[src/rtl/clic_arbiter.sv]
// Interrupt arbiter and nested-preemption scheduler for the n_clic controller.
// Optional macro CLIC_TAIL_CHAIN_EN: arbitration in IDLE sees the post-return level.
module clic_arbiter #(
   parameter int N_SRC       = 8,
   parameter int PRIO_BITS   = 3,
   parameter int STACK_DEPTH = 4,
   localparam int ID_W = $clog2(N_SRC),
   localparam int D_W  = $clog2(STACK_DEPTH + 1)
) (
   input  logic                       clk,
   input  logic                       reset,
   input  logic [N_SRC-1:0]           pend,
   input  logic [N_SRC-1:0]           en,
   input  logic [N_SRC*PRIO_BITS-1:0] prio,
   input  logic                       irq_ack,
   input  logic                       irq_ret,
   output logic                       irq_req,
   output logic [ID_W-1:0]            irq_id,
   output logic [PRIO_BITS-1:0]       irq_prio,
   output logic [PRIO_BITS-1:0]       level,
   output logic [D_W-1:0]             depth,
   output logic [N_SRC-1:0]           pend_clr
);

   localparam logic [0:0] ST_IDLE = 1'b0;
   localparam logic [0:0] ST_REQ  = 1'b1;
   localparam int SP_W = (STACK_DEPTH > 1) ? $clog2(STACK_DEPTH) : 1;
   localparam logic [D_W-1:0] DEPTH_MAX = D_W'(STACK_DEPTH);

   logic [0:0]           state_reg;
   logic [ID_W-1:0]      irq_id_reg;
   logic [PRIO_BITS-1:0] irq_prio_reg;
   logic [PRIO_BITS-1:0] level_reg;
   logic [D_W-1:0]       depth_reg;
   logic [N_SRC-1:0]     pend_clr_reg;
   logic [PRIO_BITS-1:0] stack_mem [STACK_DEPTH];

   logic [PRIO_BITS-1:0] src_prio [N_SRC];
   logic [N_SRC-1:0]     elig;
   logic [PRIO_BITS-1:0] eval_level;
   logic [D_W-1:0]       eval_depth;
   logic [PRIO_BITS-1:0] stack_top;
   logic [SP_W-1:0]      push_idx;
   logic [SP_W-1:0]      top_idx;
   logic                 ack_fire;
   logic                 pop_ok;
   logic                 any_elig;
   logic [ID_W-1:0]      best_id;
   logic [PRIO_BITS-1:0] best_prio;

   assign ack_fire  = (state_reg == ST_REQ) && irq_ack;
   assign pop_ok    = irq_ret && (depth_reg != '0);
   assign push_idx  = SP_W'(depth_reg);
   assign top_idx   = SP_W'(depth_reg - D_W'(1));
   assign stack_top = stack_mem[top_idx];

`ifdef CLIC_TAIL_CHAIN_EN
   // Look through a same-cycle return so a waiting source chains straight in.
   assign eval_level = pop_ok ? stack_top : level_reg;
   assign eval_depth = pop_ok ? depth_reg - D_W'(1) : depth_reg;
`else
   assign eval_level = level_reg;
   assign eval_depth = depth_reg;
`endif

   generate
      for (genvar gi = 0; gi < N_SRC; gi++) begin : g_src
         assign src_prio[gi] = prio[gi*PRIO_BITS +: PRIO_BITS];
         assign elig[gi]     = pend[gi] & en[gi] & (src_prio[gi] > eval_level)
                               & (eval_depth < DEPTH_MAX);
      end
   endgenerate

   // Strict greater-than keeps the lowest index on ties; eligible implies prio > 0.
   always_comb begin
      best_id   = '0;
      best_prio = '0;
      for (int i = 0; i < N_SRC; i++) begin
         if (elig[i] && (src_prio[i] > best_prio)) begin
            best_id   = ID_W'(i);
            best_prio = src_prio[i];
         end
      end
   end

   assign any_elig = |elig;

   always_ff @(posedge clk or negedge reset) begin
      if (!reset) begin
         state_reg    <= ST_IDLE;
         irq_id_reg   <= '0;
         irq_prio_reg <= '0;
         level_reg    <= '0;
         depth_reg    <= '0;
         pend_clr_reg <= '0;
      end else begin
         pend_clr_reg <= '0;
         if (ack_fire) begin
            // A simultaneous valid return cancels the push: depth stays put.
            pend_clr_reg <= N_SRC'(1) << irq_id_reg;
            level_reg    <= irq_prio_reg;
            if (!pop_ok) begin
               depth_reg <= depth_reg + D_W'(1);
            end
            state_reg <= ST_IDLE;
         end else if (pop_ok) begin
            level_reg <= stack_top;
            depth_reg <= depth_reg - D_W'(1);
         end
         if ((state_reg == ST_IDLE) && any_elig) begin
            state_reg    <= ST_REQ;
            irq_id_reg   <= best_id;
            irq_prio_reg <= best_prio;
         end
      end
   end

   // Stack contents are left intact on pop; only a lone push writes.
   always_ff @(posedge clk) begin
      if (ack_fire && !pop_ok) begin
         stack_mem[push_idx] <= level_reg;
      end
   end

   assign irq_req  = (state_reg == ST_REQ);
   assign irq_id   = irq_id_reg;
   assign irq_prio = irq_prio_reg;
   assign level    = level_reg;
   assign depth    = depth_reg;
   assign pend_clr = pend_clr_reg;

endmodule

[config.mk]
export PLATFORM = sky130hd
export DESIGN_NAME = clic_arbiter
export DESIGN_NICKNAME = d
export VERILOG_FILES = /design/src/rtl/clic_arbiter.sv
export SDC_FILE = /design/constraint.sdc
export NUM_CORES = 1
export LEC_CHECK = 0
export ABC_CLOCK_PERIOD_IN_PS = 8850
export CAP_MARGIN = 20
export CORE_UTILIZATION = 47
export DETAILED_ROUTE_END_ITERATION = 6
export PLACE_DENSITY = 0.83
export SLEW_MARGIN = 30
export SYNTH_ARGS = -nofsm -noshare
export SYNTH_HDL_FRONTEND = slang
export SYNTH_SLANG_ARGS = --single-unit
[constraint.sdc]
create_clock -name clk -period 8.85 [get_ports clk]
set_input_delay 0.885 -clock clk [delete_from_list [all_inputs] [get_ports clk]]
set_output_delay 0.885 -clock clk [all_outputs]
set_load 0.1 [all_outputs]
# [After elaboration in Yosys (flattened, before gate mapping)]
# Memories as Yosys holds them, arrays and structs flattened.
# Cells that the tools add are included.
[totals] reg_bits=21 ramBits=12 inputBits=44 out_inout_bits=21 wordCells=96 n_memories=1
[op_classes] add_sub_neg=2 magnitude_cmp=17 eq_ne=1 shift=1 n_mux=25 n_bitwise=25 n_reduce_logical=18
[memory_table] name="stack_mem" depth=4 word_bits=3 read_ports=1 rd_ports_with_merged_regs=0 wr=1 line="36" rtl="logic [PRIO_BITS-1:0] stack_mem [STACK_DEPTH];"
[ops] cell="two-way mux 3 bit" count=18
[ops] cell="greater-than comparator 3 bit" count=15
[ops] cell="AND 1 bit" count=24
[ops] cell="logical AND 1 bit" count=12
[ops] cell="two-way mux 8 bit" count=1
[ops] cell="OR reduction 8 bit" count=1
[ops] cell="<< shifter 1 x 3 -> 8 bit, first input constant" count=1
[ops] cell="two-way mux 1 bit" count=5
[ops] cell="nonzero test 2 bit" count=2
[ops] cell="adder 3 x 1 -> 3 bit, second input constant" count=1
[ops] cell="greater-than comparator 3 x 1 -> 1 bit, second input constant" count=1
[ops] cell="less-than comparator 3 bit, second input constant" count=1
[ops] cell="nonzero test 3 bit" count=1
[ops] cell="subtractor 3 x 1 -> 3 bit, second input constant" count=1
[ops] cell="two-way mux 2 bit" count=1
[ops] cell="!= test 2 bit, second input constant" count=1
[ops] cell="AND reduction 2 bit" count=1
[ops] cell="logical NOT 1 bit" count=1
[ops] cell="inverter 1 bit" count=1

# [Depth between registers and ports, before layout]
# Gate-level depths: netlist of run 1.
[logic_depth] ltp_word=26 depth_mapped=60 ltp_nobuf=59

# [Worst setup path after synthesis of run 1]
# No wires, ideal clock.
[synth_timing] path_kind="reg2reg" start="register level_reg[2], in the netlist level[2]" end="register irq_prio_reg[2], in the netlist irq_prio[2]" setup_time_ps=126 arrival_time_ps=10091 required_time_ps=8724 path_slack_ps=-1367 path_stages_with_launch=54 path_buffers=1 synth_period_minus_slack_ps=10217 cell_sequence="dfrtp_1 > inv_1 > ha_1 > nand3_1 > and4_1 > nand3_1 > ha_1 > nand3b_1 > a32oi_1 > and3_1 > buf_4 > mux2_2 > ha_1 > a32oi_1 > nand3_2 > mux2i_1 > ha_1 > a31oi_1 > [... 18 more ...] > o21ai_1 > ha_1 > inv_1 > a21oi_1 > a21oi_1 > maj3_2 > and2_4 > a31oi_1 > a21boi_4 > a21oi_2 > ha_1 > inv_1 > a21o_1 > a21oi_1 > a31oi_1 > and2_0 > o21ai_1 > mux2_2"
[synth_between] elab_chain_len=26 word_cells_on_any_way=49 cone_classes="order compare: 15; mux: 8; bitwise: 16; reduce/logical: 10"
[synth_rtl] item="start: declaration" line="33" rtl="logic [PRIO_BITS-1:0] level_reg;"
[synth_rtl] item="start signal: assignment" line="101" rtl="level_reg <= irq_prio_reg;"
[synth_rtl] item="start signal: assignment" line="107" rtl="level_reg <= stack_top;"
[synth_rtl] item="greater-than comparator 3 bit" line="69" rtl="assign elig[gi] = pend[gi] & en[gi] & (src_prio[gi] > eval_level)"
[synth_rtl] item="AND 1 bit" line="69"
[synth_rtl] item="AND 1 bit" line="70" rtl="& (eval_depth < DEPTH_MAX);"
[synth_rtl] item="logical AND 1 bit" line="79" rtl="if (elig[i] && (src_prio[i] > best_prio)) begin"
[synth_rtl] item="two-way mux 3 bit" line="79"
[synth_rtl] item="greater-than comparator 3 bit" line="79"
[synth_rtl] item="logical AND 1 bit" line="79"
[synth_rtl] item="two-way mux 3 bit" line="79"
[synth_rtl] item="[... 10 more ...]"
[synth_rtl] item="logical AND 1 bit" line="79"
[synth_rtl] item="two-way mux 3 bit" line="79"
[synth_rtl] item="greater-than comparator 3 bit" line="79"
[synth_rtl] item="logical AND 1 bit" line="79"
[synth_rtl] item="two-way mux 3 bit" line="79"
[synth_rtl] item="greater-than comparator 3 bit" line="79"
[synth_rtl] item="logical AND 1 bit" line="79"
[synth_rtl] item="two-way mux 3 bit" line="79"
[synth_rtl] item="end signal: assignment" line="113" rtl="irq_prio_reg <= best_prio;"
[synth_rtl] item="end: declaration" line="32" rtl="logic [PRIO_BITS-1:0] irq_prio_reg;"
# Parallel ways exist; a longest one is shown, timed or not.
# A chain may end at the register's enable or synchronous reset.

# [Worst setup path after layout of run 1]
[layout_timing] start="input prio[2]" end="register irq_prio_reg[2], in the netlist irq_prio[2]"
[layout_between] elab_chain_len=26 word_cells_on_any_way=29 cone_classes="order compare: 9; mux: 8; bitwise: 2; reduce/logical: 10"
[layout_rtl] item="start: declaration" line="14" rtl="input logic [N_SRC*PRIO_BITS-1:0] prio,"
[layout_rtl] item="greater-than comparator 3 bit" line="69"
[layout_rtl] item="AND 1 bit" line="69"
[layout_rtl] item="AND 1 bit" line="70"
[layout_rtl] item="logical AND 1 bit" line="79"
[layout_rtl] item="two-way mux 3 bit" line="79"
[layout_rtl] item="greater-than comparator 3 bit" line="79"
[layout_rtl] item="logical AND 1 bit" line="79"
[layout_rtl] item="two-way mux 3 bit" line="79"
[layout_rtl] item="[... 10 more ...]"
[layout_rtl] item="logical AND 1 bit" line="79"
[layout_rtl] item="two-way mux 3 bit" line="79"
[layout_rtl] item="greater-than comparator 3 bit" line="79"
[layout_rtl] item="logical AND 1 bit" line="79"
[layout_rtl] item="two-way mux 3 bit" line="79"
[layout_rtl] item="greater-than comparator 3 bit" line="79"
[layout_rtl] item="logical AND 1 bit" line="79"
[layout_rtl] item="two-way mux 3 bit" line="79"
# Parallel ways exist; a longest one is shown, timed or not.

==> impl_summary.md, run 1 <==
Power
The total design power is 1331 uW. Summed over all cells, the static leakage comes to 0.001967 uW. The power per cell area is 291.0 mW/mm2. IR analysis of the VDD net gives a maximum drop of 268.6 uV.

Clocking
For the worst-skew pair, the clock arrives at the later sink with an insertion delay of ~290 ps. The clock transition time at the flip-flop clock pins of the worst setup and hold paths is 70 ps. In this run, CTS created clock tree buffers numbering 5. TritonCTS built the clock tree. The tree built by TritonCTS fans out to 33 sinks.

The root buffer cell is sky130_fd_sc_hd__clkbuf_8. The quantity of hold-fixing buffers added after cts is 0. The H-tree depth is 2. Counting along the longest clock path gives a buffer depth of 2.

Synthesis
The mean area per synthesized cell is between 9 and 10 um2. Counting every net in the synthesized netlist gives 393. The cell count after synthesis came out at a little over 300. The register bit count reported by yosys is 33. The number of synthesized flops with an enable pin is 12. The dominant synthesized flop cell is sky130_fd_sc_hd__dfrtp_1.

The number of distinct library cells after synthesis is 65. The share of async-settable or async-resettable flops after synthesis is 0.6364. Of the synthesized area, sequential elements account for 0.3027. The post-synthesis cell area is about 0.0029 mm2. The number of warnings printed during yosys synthesis is 0.

Placed design
Timing analysis after detailed placement gives a worst setup slack of -1698 ps. The placed standard-cell area is 0.004163 mm2. The number of buffer cells added on primary ports is 64. The detailed placement HPWL is 6350 um. The congestion estimate from routability-driven global placement came to 0.9172.

Timing
The number of pins exceeding their max-slew limit in the final report is 0. Of the available clock period, the critical path in the final layout requires 1.109. Setup repair after global routing could not meet its margin everywhere. On the final layout, the worst clock skew is 9.178 ps. Headroom to the max-slew limit came out at 0.3505.

The smallest hold slack is between 500 and 600 ps. The final worst slack is -966.7 ps. The number of endpoints with negative hold slack in the final report is 0. At the pin with the least slew margin, the transition time is about 1000 ps. The post-route minimum period is 9817 ps. For this run, the top clock speed supported by timing is 101.9 MHz. The number of failing setup endpoints in the final timing report is 6.

Setup path
On the critical path the largest part of the delay comes from compound AO/OA/AOI/OAI gates. Counting both buffers and inverters, the worst setup path holds a total of 5. STA puts the critical path data arrival time at 9990 ps.

The highest fanout seen on the critical path is 5. The sort of element at the end of the critical path is a register. The critical path launch point type is a primary input. The largest incremental delay on the critical path is about 350 ps. The cell occurring most often along the worst timing path is sky130_fd_sc_hd__ha_4. The reg-to-reg setup timing slack is -900 ps. The cell with the largest stage delay on the worst path is sky130_fd_sc_hd__mux2_4. The critical path is of the primary input to register type. The worst endpoint required time is 9020 ps.

Floorplanning
The placeable core area is 0.005956 mm2. Measured along the y axis, the die boundary spans 80.91 um. The die is 80.91 um wide.

Row generation in the floorplan step produced 28 rows. The effective utilization at floorplan is 0.4914. The die covers 0.006546 mm2. For this design the top-level I/O count stands at 65.

Flow run
Max-cap violations in this run came to 0.

Cells and area
The filler cells instantiated in the layout total 380. 0 antenna diodes ended up in the layout. The sequential cell area in the final layout is roughly 890 um2.

The utilization after layout is 0.7679. The post-layout instance area is 0.004573 mm2. The register with the most flip-flops in the layout has 12 of them. In the final layout, the share of cells above drive strength 1 is 0.3779. The multi-input combinational cells in the finished layout cover a total of 0.002286 mm2. The signed area change from the synthesized netlist to the final layout is 56.26%. The net count of the finished layout is 523.

Detailed routing
The count of nets left with antenna violations after detail routing is 0. The total number of vias is between 3000 and 4000. The final routed wirelength across all metal layers is 9636 um.

Dividing the detail-routed wire length by the instance count gives 18.93 um. In the routed layout, each cell is associated on average with a via count of 5.933. The residual DRC count is 0. The number of iterations in the first detailed-routing pass is 4. The DRC marker count from the first detailed-route iteration is 169.

Global routing
The number of antenna violations at the first check in global routing is 0. The via count of the first global-routing pass is 2945. The aggregate global routing overflow is 0. Entering global routing, the biggest net connects 22 pins. The total global routing track utilization is 0.2786. The first global-routing pass estimated about 14000 um of wire.

Status
The flow ran to the end, but the final reports show violations. The final reports fail on setup timing.

Min path
The path type of the worst min-delay path is primary input to async pin.
[layer usage]
layer,vias up,track usage,share of wire
met2,129,0.5143,0.52
met3,41,0.04831,0.055
met5,-,0,0
li1,1390,-,-
met4,0,0.1286,0.043
met1,1460,0.3078,0.38
[Yosys cell counts (6+ instances only)]
cell                       instances  area share
sky130_fd_sc_hd__nor2_1           13       0.017
sky130_fd_sc_hd__a31oi_1           7       0.015
sky130_fd_sc_hd__inv_1            23       0.029
sky130_fd_sc_hd__ha_1             46        0.20
sky130_fd_sc_hd__and2_1            6       0.013
sky130_fd_sc_hd__nand2_1          35       0.045
sky130_fd_sc_hd__edfxtp_1         12        0.12
sky130_fd_sc_hd__a21oi_1          15       0.026
sky130_fd_sc_hd__o21ai_1           6       0.010
sky130_fd_sc_hd__dfrtp_1          21        0.18
sky130_fd_sc_hd__o21ai_0           8       0.014
sky130_fd_sc_hd__nor3_1            6       0.010
sky130_fd_sc_hd__a21o_1            7       0.018
[per-stage QoR]
stage | setup TNS [ps] | std cells
floorplan | -3196 | 303
global placement | -7110 | 483
detailed placement | -9866 | 483
CTS | -2944 | 503
global route | -7860 | 509
finish | -5628 | 509
[power by group]
group / switching [uW] / leakage (uW) / internal (uW)
registers: 48.0 / 0.000375 / 208
clock network: 56.1 / 0.0000450 / 54.4
logic: 609 / 0.00155 / 355
total: 713 / 0.00197 / 617
[kinds of logic after synthesis]
group                    synth area share
AND/OR/NAND/NOR                    0.1928
AO/OA/AOI/OAI                      0.1937
adder cells (fa/ha/maj)            0.2044
flip-flops                         0.3027
buffers and inverters             0.04361
multiplexers                      0.05686
XOR/XNOR                         0.005987
[repair_timing]
| action | in CTS | in global routing |
|---|---|---|
| pin swaps | 38 | 21 |
| resized for setup | 38 | 20 |
| endpoints found under the setup margin | 6 | 6 |
| buffers inserted | 12 | 6 |
| hold endpoints to repair | 0 | 0 |
[worst paths after layout]
kind	from	to	cells after the start
max	prio[2]	irq_prio[2]$_DFFE_PN0P_	57
min reg2reg	irq_prio[2]$_DFFE_PN0P_	irq_prio[2]$_DFFE_PN0P_	1
min in group clk	irq_prio[2]$_DFFE_PN0P_	irq_prio[2]$_DFFE_PN0P_	1
max in group asynchronous	reset	level[2]$_DFFE_PN0P_	1
min	reset	pend_clr[2]$_DFF_PN0_	1
max reg2reg	level[2]$_DFFE_PN0P_	irq_prio[2]$_DFFE_PN0P_	57
[placed cells by master (no fill, tap or decap), types with 9 or more instances in the layout]
| master | Yosys | final |
|---|---|---|
| sky130_fd_sc_hd__clkdlybuf4s50_1 | 0 | 58 |
| sky130_fd_sc_hd__dfrtp_1 | 21 | 18 |
| sky130_fd_sc_hd__a21oi_1 | 15 | 10 |
| sky130_fd_sc_hd__nand2_1 | 35 | 30 |
| sky130_fd_sc_hd__nor2_1 | 13 | 9 |
| sky130_fd_sc_hd__inv_1 | 23 | 18 |
| sky130_fd_sc_hd__ha_4 | 0 | 11 |
| sky130_fd_sc_hd__ha_1 | 46 | 33 |
| sky130_fd_sc_hd__buf_4 | 1 | 63 |
| sky130_fd_sc_hd__edfxtp_1 | 12 | 12 |
[area by class of cell]
class,count,share of cell area
inverters,26,0.02134
clock inverters,2,0.002189
well taps,75,0.02052
repair buffers,128,0.2446
multi-input cells,239,0.4999
flip-flops and latches,33,0.1956
clock buffers,6,0.01587
No activity file was read; power rests on OpenSTA's default activity.
==> run 2: changes to the inputs <==
--- a/config.mk
+++ b/config.mk
@@ -7,10 +7,11 @@
 export LEC_CHECK = 0
 export ABC_CLOCK_PERIOD_IN_PS = 8850
 export CAP_MARGIN = 20
-export CORE_UTILIZATION = 47
+export CORE_UTILIZATION = 30
 export DETAILED_ROUTE_END_ITERATION = 6
-export PLACE_DENSITY = 0.83
-export SLEW_MARGIN = 30
+export PLACE_DENSITY = 0.59
+export SKIP_LAST_GASP = 1
+export SLEW_MARGIN = 20
 export SYNTH_ARGS = -nofsm -noshare
 export SYNTH_HDL_FRONTEND = slang
 export SYNTH_SLANG_ARGS = --single-unit
==> impl_summary.md, run 2 (synthesized netlist as in run 1, its figures left out) <==
Min path
The path type of the worst min-delay path is register to register.

Detailed routing
The via count normalized by instance count is between 4 and 5. After detailed routing, the average wire length per cell comes to 14.39 um. For this block, the routed nets add up to ~8100 um of wire.

The number of iterations in the first detailed-routing pass is 4. The total number of vias is 2756. The first routing iteration left 65 violations. For this run, design rule violations remaining after detail routing come to 0.

Once detail routing completed, the nets flagged for antenna violations numbered 0.

Clocking
The number of buffers inserted during clock tree synthesis is 5. The cell sitting at the root of the clock tree is a sky130_fd_sc_hd__clkbuf_8. The maximum buffer depth of the clock tree is 2. The clock latency on the worst-skew pair is 280 ps. The quantity of hold-fixing buffers added after cts is 0. Clock-pin slew was measured on the worst setup and hold paths at approximately 70 ps. TritonCTS built the clock tree. The H-tree was split into 2 levels. CTS saw 33 sinks.

Global routing
The number of antenna violations at the first check in global routing is 0. After global routing the overflow that remains totals 0. The pin count of the biggest net entering global routing is 22.

The total global routing track utilization is 0.1642. The via count of the first global-routing pass came to roughly 2700. The first-pass GRT wire length is 12990 um.

Timing
Setup repair after global routing could not meet its margin everywhere. The number of pins exceeding their max-slew limit in the final report was 0. At the pin with the least slew margin, the transition time is 1196 ps. The worst slew slack as a fraction of its limit is 0.1921. The final worst slack is -436.8 ps.

The share of the clock period used by the worst path after layout is 1.049. The smallest hold slack is 558.5 ps. Static timing analysis puts the maximum clock frequency at 107.7 MHz.

The number of endpoints with negative hold slack in the final report was 0. The number of failing setup endpoints in the final timing report is 6. The post-route minimum period is 9287 ps.

For the final database, setup skew stands at between 5 and 6 ps.

Setup path
The largest single stage delay on the critical path is 350 ps. For the worst setup path, the data required time is 9020 ps. By startpoint and endpoint, the worst setup path is classified as primary input to register. The sort of element at the end of the critical path is a register.

Along the worst path, the maximum fanout reaches 5. The cell with the largest stage delay on the worst path is sky130_fd_sc_hd__mux2_4. The cell occurring most often along the worst timing path is sky130_fd_sc_hd__ha_4. The worst path arrival time is 9460 ps. The worst setup path is launched from a primary input.

Cells and area
The post-layout instance area is 0.004690 mm2. The fraction of final layout cells sized beyond drive strength 1 is 0.3802. The most common cell after layout, fill and taps aside is sky130_fd_sc_hd__buf_4. The number of nets in the layout is between 500 and 600. Once layout is complete, the cells apart from fillers number about 560. Measured on the finished design, the core utilization comes to 0.5028. The area growth from synthesis to layout is 60.24%. The number of antenna diodes in the final layout is 0. The number of flip-flops in the largest register is 12. Leaving out fill and tap cells, the most frequent cells in the layout are sky130_fd_sc_hd__buf_4, sky130_fd_sc_hd__clkdlybuf4s50_1, sky130_fd_sc_hd__ha_1.

Floorplanning
Measured along the x axis, the die boundary spans 100.8 um. The effective utilization at floorplan is 0.3137. The I/O pin total is 65. The core region is 0.009328 mm2. The chip height is 100.8 um. The initialized floorplan defines 35 standard-cell rows. The full die area is about 0.010 mm2.

Power
The design draws 1296 uW. The share of power burned in the clock network is 0.086. Of the total power, the share spent switching nets is 0.5218. The maximum vdd ir drop is 162.4 uV. The switching power summed over all nets is 676.5 uW. The leakage power is around 0.002 uW.

Of the total power, registers draw 0.197. Internal power comes to 619.9 uW. The share of total power dissipated in combinational logic is 0.718.

Power spread over the standard cell area amounts to 276.5 mW/mm2.

Placed design
Detailed placement ended at an HPWL of roughly 6400 um. Once placement completed, the tool counted placed cells totaling 537. Input and output buffers added on the ports amount to 64. Summing all placed instances gives a cell area of roughly 0.0042 mm2. Routability-driven placement finished with a final weighted congestion of 0.8143.

Flow run
The tool flagged a number of max-cap violations equal to 0.

Status
The flow ran to the end, but the final reports show violations. The checks that failed: setup timing.
run 2: worst max-delay path, delay by kind of cell:
family	cells	cell delay, ps
buffers and inverters	5	320
AND/OR/NAND/NOR	18	1870
adder cells (fa/ha/maj)	10	2570
AO/OA/AOI/OAI	20	2640
multiplexers	4	1150
run 2: power by group through the flow:
stage	combinational, uW	clock (uW)	sequential [uW]
after floorplan	371	0	485
after global placement	840	0	257
after detailed placement	857	0	258
after CTS	905	113	255
after global routing	1000	121	262
final	930	111	255
run 2: path summary, 6_finish.rpt:
| kind | from | endpoint | slack (ps) | depth (start not counted) |
|---|---|---|---|---|
| min in group asynchronous | reset | level[2]$_DFFE_PN0P_ | 1110 | 1 |
| hold reg to reg | irq_prio[2]$_DFFE_PN0P_ | irq_prio[2]$_DFFE_PN0P_ | 560 | 1 |
| setup reg to reg | level[2]$_DFFE_PN0P_ | irq_prio[2]$_DFFE_PN0P_ | -320 | 57 |
| setup / recovery | prio[2] | irq_prio[2]$_DFFE_PN0P_ | -440 | 57 |
| max in group asynchronous | reset | level[1]$_DFFE_PN0P_ | 7070 | 1 |
| hold / removal | irq_prio[2]$_DFFE_PN0P_ | irq_prio[2]$_DFFE_PN0P_ | 560 | 1 |
run 2: repair_timing:
item / 4_1_cts / 5_1_grt
setup buffers: 14 / 4
gates resized for setup: 44 / 19
endpoints found under the setup margin: 6 / 6
pin swaps: 42 / 7
run 2: through the flow:
step	setup WS (ps)	TNS, ps
final	-436.8	-2454
after global routing	-857.6	-5093
after CTS	-553.0	-3153
after detailed placement	-1562	-9062
after global placement	-1308	-7508
after floorplan	-641.0	-3196
run 2: final cells by class:
| class | instances | area [um2] |
|---|---|---|
| Timing Repair Buffer | 128 | 1126 |
| Sequential cell | 33 | 894.6 |
| Fill cell | 854 | 4638 |
| Clock buffer | 5 | 68.82 |
| Clock inverter | 3 | 17.52 |
| Multi-Input combinational cell | 239 | 2323 |
| Inverter | 26 | 97.59 |
| Tap cell | 129 | 161.4 |
run 2: routing by layer:
layer	GRT usage	routed length, um	share of wire	vias up
li1	-	-	-	1388
met1	0.2165	3834	0.47	1298
met2	0.2882	3908	0.48	63
met3	0.02080	282	0.035	7
met4	0.03233	78	0.0096	0
met5	0	0	0	-
